<file path="config.mk">
export PLATFORM = sky130hd
export DESIGN_NAME = stream_demux_flat
export DESIGN_NICKNAME = d
export VERILOG_FILES = /design/src/rtl/stream_demux_if.sv /design/src/rtl/stream_demux.sv /design/src/flat_wrapper.sv
export SDC_FILE = /design/constraint.sdc
export NUM_CORES = 1
export LEC_CHECK = 0
export ABC_AREA = 1
export CORE_ASPECT_RATIO = 1.1
export CORE_MARGIN = 5
export CORE_UTILIZATION = 32
export CTS_CLUSTER_DIAMETER = 120
export DETAILED_ROUTE_END_ITERATION = 10
export PLACE_DENSITY = 0.77
export SLEW_MARGIN = 20
export SYNTH_ARGS = -nofsm -noshare
export SYNTH_HDL_FRONTEND = slang
export SYNTH_SLANG_ARGS = --single-unit
</file>
<file path="constraint.sdc">
create_clock -name clk -period 1.4 [get_ports clk]
set_clock_uncertainty 0.15 [all_clocks]
set_input_delay 0.28 -clock clk [delete_from_list [all_inputs] [get_ports clk]]
set_output_delay 0.28 -clock clk [all_outputs]
set_load 0.02 [all_outputs]
</file>
<file path="src/rtl/stream_demux_if.sv">
// Valid/ready bundle for the 1-to-N stream demultiplexer.
// master is the upstream/downstream environment, slave is the demux.
interface stream_demux_if #(
  parameter int WIDTH = 8,
  parameter int N_OUT = 4,
  parameter int SEL_W = 2
);
  logic [WIDTH-1:0]       s_data;
  logic [SEL_W-1:0]       s_sel;
  logic                   s_last;
  logic                   s_valid;
  logic                   s_ready;
  logic [N_OUT*WIDTH-1:0] m_data;
  logic [N_OUT-1:0]       m_last;
  logic [N_OUT-1:0]       m_valid;
  logic [N_OUT-1:0]       m_ready;
  logic [7:0]             drop_cnt;

  modport master (
    output s_data, s_sel, s_last, s_valid,
    input  s_ready,
    input  m_data, m_last, m_valid,
    output m_ready,
    input  drop_cnt
  );

  modport slave (
    input  s_data, s_sel, s_last, s_valid,
    output s_ready,
    output m_data, m_last, m_valid,
    input  m_ready,
    output drop_cnt
  );
endinterface

</file>
<file path="src/rtl/stream_demux.sv">
// Registered 1-to-N packet demux: locks a channel per packet,
// drops and counts packets addressed to nonexistent channels.
module stream_demux #(
  parameter int WIDTH = 8,
  parameter int N_OUT = 4,
  parameter int SEL_W = 2
) (
  input  logic           clk,
  input  logic           rst,
  stream_demux_if.slave  bus
);
  typedef enum logic [1:0] {
    IDLE,
    ROUTE,
    DROP
  } state_t;

  localparam logic [SEL_W:0] NOUT_L = (SEL_W+1)'(N_OUT);

  state_t           state, state_nx;
  logic [SEL_W-1:0] dst, dst_nx;
  logic [SEL_W-1:0] out_dst, load_dst;
  logic [WIDTH-1:0] data_q;
  logic             last_q;
  logic             full;
  logic [7:0]       drop_q;

  logic drain, can_load, in_range;
  logic load, drop_hit, s_ready_c;

  assign drain    = full && bus.m_ready[out_dst];
  assign can_load = !full || drain;
  assign in_range = {1'b0, bus.s_sel} < NOUT_L;

  always_comb begin
    state_nx  = state;
    dst_nx    = dst;
    load_dst  = dst;
    load      = 1'b0;
    drop_hit  = 1'b0;
    s_ready_c = can_load;
    unique case (state)
      IDLE: begin
        if (bus.s_valid && can_load) begin
          if (in_range) begin
            load     = 1'b1;
            load_dst = bus.s_sel;
            dst_nx   = bus.s_sel;
            if (!bus.s_last) state_nx = ROUTE;
          end else begin
            drop_hit = 1'b1;
            if (!bus.s_last) state_nx = DROP;
          end
        end
      end
      ROUTE: begin
        if (bus.s_valid && can_load) begin
          load = 1'b1;
          if (bus.s_last) state_nx = IDLE;
        end
      end
      DROP: begin
        s_ready_c = 1'b1;
        if (bus.s_valid && bus.s_last) state_nx = IDLE;
      end
      default: state_nx = IDLE;
    endcase
  end

  always_ff @(posedge clk) begin
    if (rst) begin
      state   <= IDLE;
      dst     <= '0;
      out_dst <= '0;
      data_q  <= '0;
      last_q  <= 1'b0;
      full    <= 1'b0;
      drop_q  <= '0;
    end else begin
      state <= state_nx;
      dst   <= dst_nx;
      // a load during a drain replaces the beat, keeping full set
      if (load) begin
        data_q  <= bus.s_data;
        last_q  <= bus.s_last;
        out_dst <= load_dst;
        full    <= 1'b1;
      end else if (drain) begin
        full <= 1'b0;
      end
      if (drop_hit && drop_q != 8'hff)
        drop_q <= drop_q + 8'd1;
    end
  end

  assign bus.s_ready  = s_ready_c;
  assign bus.drop_cnt = drop_q;

  always_comb begin
    bus.m_valid = '0;
    bus.m_last  = '0;
    bus.m_data  = '0;
    for (int k = 0; k < N_OUT; k++) begin
      if (full && out_dst == SEL_W'(k)) begin
        bus.m_valid[k]              = 1'b1;
        bus.m_last[k]               = last_q;
        bus.m_data[k*WIDTH +: WIDTH] = data_q;
      end
    end
  end
endmodule

</file>
<file path="src/flat_wrapper.sv">
// flat-port wrapper written by rule: the top's interface ports become plain ports
module stream_demux_flat 
#(
  parameter int WIDTH = 8,
  parameter int N_OUT = 4,
  parameter int SEL_W = 2
)
  (clk, rst, bus_s_data, bus_s_sel, bus_s_last, bus_s_valid, bus_s_ready, bus_m_data, bus_m_last, bus_m_valid, bus_m_ready, bus_drop_cnt);
  stream_demux_if #(.WIDTH(WIDTH), .N_OUT(N_OUT), .SEL_W(SEL_W)) bus_i ();
  input  logic clk;
  input  logic rst;
  input wire logic [$bits(bus_i.s_data)-1:0] bus_s_data;
  input wire logic [$bits(bus_i.s_sel)-1:0] bus_s_sel;
  input wire logic [$bits(bus_i.s_last)-1:0] bus_s_last;
  input wire logic [$bits(bus_i.s_valid)-1:0] bus_s_valid;
  output wire logic [$bits(bus_i.s_ready)-1:0] bus_s_ready;
  output wire logic [$bits(bus_i.m_data)-1:0] bus_m_data;
  output wire logic [$bits(bus_i.m_last)-1:0] bus_m_last;
  output wire logic [$bits(bus_i.m_valid)-1:0] bus_m_valid;
  input wire logic [$bits(bus_i.m_ready)-1:0] bus_m_ready;
  output wire logic [$bits(bus_i.drop_cnt)-1:0] bus_drop_cnt;
  assign bus_i.s_data = bus_s_data;
  assign bus_i.s_sel = bus_s_sel;
  assign bus_i.s_last = bus_s_last;
  assign bus_i.s_valid = bus_s_valid;
  assign bus_s_ready = bus_i.s_ready;
  assign bus_m_data = bus_i.m_data;
  assign bus_m_last = bus_i.m_last;
  assign bus_m_valid = bus_i.m_valid;
  assign bus_i.m_ready = bus_m_ready;
  assign bus_drop_cnt = bus_i.drop_cnt;
  stream_demux #(.WIDTH(WIDTH), .N_OUT(N_OUT), .SEL_W(SEL_W)) u_core (.clk(clk), .rst(rst), .bus(bus_i));
endmodule
</file>
==> results.toml, run 1 <==
[logic_synthesis]
post_synth_inst_count = 132
ys_ff_latch = 15
synthMostInstantiatedCell = "nor2_1"
synthesis.yosys.warnings = 0
synthTopCellsByArea = "dfxtp_1, nor2_1, a21oi_1"
synthArstFlopShare = 0
synth.largest_area_cell = "dfxtp_1"
syn_avg_cell_area_sq_um = 6.45
edff_count_synth = 0
synth_ff_type = "dfxtp_1"
synth_top_area_frac = 0.353
synth_seq_area_share = 0.353
post_synth_instance_area_sq_um = 851
synth.cells.most_frequent = "nor2_1, dfxtp_1, inv_1"
netlist-cell-type-count = 20

[outcome]
firstError = "[ERROR DPL-0033] detailed placement checks failed during check placement."
outcome = "aborted with a tool error"
failed_stage = "global routing (5_1_grt)"

[die]
num_io_pins = 67
initial_utilization = 0.338
chipWidth_um = 59.2
rows = 19
die_height_um = 64.1

[clock_network]
clock_tree.root_cell = "clkbuf_4"
ctsHtreeMaxLevel = 1
cts_buffers = 3
post_cts_hold_buffer_count = 0
cts_max_path_buffers = 2
clock_sink_count = 15

[placed_design]
place_inst = 237
port_buffers = 58
preCtsSetupSlack_ns = -0.710
gpl.final_weighted_congestion = 0.765
post-dp-hpwl_mm = 2.87

[sta]
endpoint_with_the_least_setup_slack_after_the_last_global_route_repair = "bus_m_data[30]"
worst_endpoint_kind = "top-level output"

[global_routing]
pin_count_of_the_biggest_net_entering_global_routing = 11
antenna_found_initial = 0
metrics by stage:
step | TNS [ns] | cell area, sq um
after floorplan | -7.15 | 1220
after global placement | -28.86 | 1900
after detailed placement | -31.95 | 1900
after CTS | -18.32 | 2320
cells by family after synthesis:
group                  after synthesis  synth area share
AO/OA/AOI/OAI                       23             0.140
AND/OR/NAND/NOR                     62             0.321
other                                1           0.00441
flip-flops                          15             0.353
buffers and inverters               31             0.182
what timing repair did:
action / in CTS
pin swaps: 15
resized for setup: 302
setup endpoints to repair: 56
gates cloned: 6
hold endpoints to repair: 0
setup buffers: 11
==> run 2: changes to the inputs <==
--- a/config.mk
+++ b/config.mk
@@ -6,12 +6,10 @@
 export NUM_CORES = 1
 export LEC_CHECK = 0
 export ABC_AREA = 1
-export CORE_ASPECT_RATIO = 1.1
-export CORE_MARGIN = 5
-export CORE_UTILIZATION = 32
-export CTS_CLUSTER_DIAMETER = 120
+export CORE_AREA = 5 5 66 68
 export DETAILED_ROUTE_END_ITERATION = 10
-export PLACE_DENSITY = 0.77
+export DIE_AREA = 0 0 71 73
+export PLACE_DENSITY_LB_ADDON = 0.15
 export SLEW_MARGIN = 20
 export SYNTH_ARGS = -nofsm -noshare
 export SYNTH_HDL_FRONTEND = slang
==> results.toml, run 2 <==
[outcome]
outcome = "finished with violations"
failed_checks = "setup timing"

[critical_path]
path_class = "reg -> out"
worst_setup_path_start_kind = "flop"
critical_path_required_ns = 0.97
critical_path.endpoint_type = "output pin"
worstPathArrival_ns = 1.35
crit_fanout = 4

[clock_network]
cts_buffers = 3
clock_tree.root_cell = "clkbuf_8"
cts.reportedPaths.clkPinSlew_ns = 0.06
ctsHtreeMaxLevel = 1
cts_max_path_buffers = 2
clock_sink_count = 15
post_cts_hold_buffer_count = 0
clkLatencyLatePin_ns = 0.24
tritoncts = "yes"

[power_and_ir_drop]
static-leakage-power_nw = 0.989
seq_power_share = 0.318
p_comb_frac = 0.458
proportion_of_total_power_due_to_net_switching = 0.378
clock_power_share = 0.224
p_switching_w = 0.000586
power_density_nw_per_um2 = 613
ir_worst_vdd_mv = 0.476
internal-power_w = 0.000965

[sta]
finalMaxSlewViolations = 0
hold_violations = 0
worst_slack_ns = -0.383
worst_slew_pin_slew_ns = 0.922
rsz0062_at_grt = "true"
final_cycle_share = 1.27
achievable_clock_frequency_ghz = 0.561
timing.final.crit_period_ns = 1.78
setup-violations-final = 56
max_slew_margin = 0.386

[die]
initial_utilization = 0.224
chipWidth_um = 71
num_io_pins = 67
rows = 23
die_height_um = 73
die_area_sq_um = 5180
core_region_area_sq_um = 3800

[routing]
drt_drc_violations_left = 0
route.antenna.remaining_nets = 0
route.vias.total = 1193
totalWireLength_mm = 3.93
routed_wl_per_cell_um = 14.0
vias_per_cell = 4.26
detailedRoute.firstIterationViolations = 31
detailedRoute.firstPassIterationCount = 4

[final_layout]
largestRegisters = "u_core.data_q (8), u_core.dst (2), u_core.out_dst (2)"
regMostFlops = "u_core.data_q"
finalCoreUtilization = 0.666
drive_above_1_share = 0.730
mostFrequentLayoutCells = "buf_6, nor2_4, clkdlybuf4s50_1, buf_4, inv_1"
largest_register_ffs = 8
syn_to_final_growth_pct = 197
nets = 249
layout.cell_area.non_filler_sq_um = 2530
fillerInstances = 279
number_of_diodes = 0
final_common_cell = "buf_6"

[logic_synthesis]
post_synth_instance_area_sq_um = 851
synthesis.yosys.warnings = 0
post_synth_inst_count = 132
synthMostInstantiatedCell = "nor2_1"
synthArstFlopShare = 0
synthTopCellsByArea = "dfxtp_1, nor2_1, a21oi_1"
synth_top_area_frac = 0.353
edff_count_synth = 0
syn_avg_cell_area_sq_um = 6.45
synth_ff_type = "dfxtp_1"
ys_ff_latch = 15
netlist-cell-type-count = 20
synth.largest_area_cell = "dfxtp_1"
synth.cells.most_frequent = "nor2_1, dfxtp_1, inv_1"
synth_seq_area_share = 0.353

[global_routing]
grt_pass1_wl_mm = 5.92
grt_use_total = 0.144
pin_count_of_the_biggest_net_entering_global_routing = 10
grt.overflow.total = 0
antenna_found_initial = 0
first_global_vias = 1218

[run]
drv_cap = 0

[placed_design]
placedInstanceArea_sq_um = 1920
post-dp-hpwl_mm = 2.58
port_buffers = 58
gpl.final_weighted_congestion = 0.707

[worst_hold_path]
hold_class = "reg -> reg"
run 2: power groups by stage:
stage / clock network, W / logic [W] / registers [W]
floorplan: 0 / 0.000314 / 0.000497
global placement: 0 / 0.000476 / 0.000497
detailed placement: 0 / 0.000484 / 0.000499
CTS: 0.000354 / 0.000640 / 0.000493
global route: 0.000377 / 0.000752 / 0.000498
finish: 0.000347 / 0.000710 / 0.000494
run 2: per-layer routing:
metal  GRT usage  wire, um
met1       0.165      1470
met4      0.0605        51
met5           0         0
met3      0.0207       180
met2       0.265      2230
run 2: final cells by class:
type,count,area (sq um),area share
Multi-Input combinational cell,96,955,0.378
Timing Repair Buffer,90,957,0.379
Timing Repair inverter,4,50.0,0.0198
Inverter,21,146,0.0579
Clock inverter,1,5.00,0.00198
Sequential cell,15,312,0.123
Tap cell,50,62.6,0.0247
Clock buffer,3,41.3,0.0163
run 2: logic make-up after synthesis:
logic type,after synthesis,synth area share
flip-flops,15,0.353
other,1,0.00441
buffers and inverters,31,0.182
AND/OR/NAND/NOR,62,0.321
AO/OA/AOI/OAI,23,0.140
run 2: repair_timing:
item | CTS | global route
resized for setup | 297 | 31
hold endpoints to repair | 0 | 0
buffers inserted | 14 | 4
pin swaps | 16 | 20
gates cloned | 7 | 0
setup endpoints to repair | 56 | 56
run 2: path summary, 6_finish.rpt:
check / start / to / slack (ns) / cells after the start
worst min register to register: u_core.dst[1]$_SDFF_PP0_ / u_core.dst[1]$_SDFF_PP0_ / 0.33 / 2
worst max register to register: u_core.out_dst[0]$_SDFFE_PP0P_ / u_core.data_q[0]$_SDFFE_PP0P_ / -0.26 / 11
worst min-delay path: u_core.dst[1]$_SDFF_PP0_ / u_core.dst[1]$_SDFF_PP0_ / 0.33 / 2
worst max-delay path: u_core.full$_SDFFE_PP0P_ / bus_m_data[22] / -0.38 / 7
run 2: worst max-delay path, stage by stage (launching register included):
cell and delay (ns):
dfxtp_4 0.38, inv_8 0.05, nor3_4 0.15, buf_6 0.16, buf_12 0.11, clkinv_8 0.06
nor2_4 0.08, buf_6 0.12
run 2: per-stage QoR:
step	setup WS [ns]	instances	hold slack, ns	total power, W	setup TNS [ns]
3_5_place_dp	-0.701	255	0.320	0.000983	-29.47
3_3_place_gp	-0.672	255	0.307	0.000973	-28.73
6_report	-0.383	280	0.334	0.00155	-16.35
4_1_cts	-0.436	278	0.318	0.00149	-16.81
5_1_grt	-0.453	280	0.348	0.00163	-19.69
2_1_floorplan	-0.269	139	0.189	0.000811	-7.15
(Power assumes the default switching activity.)
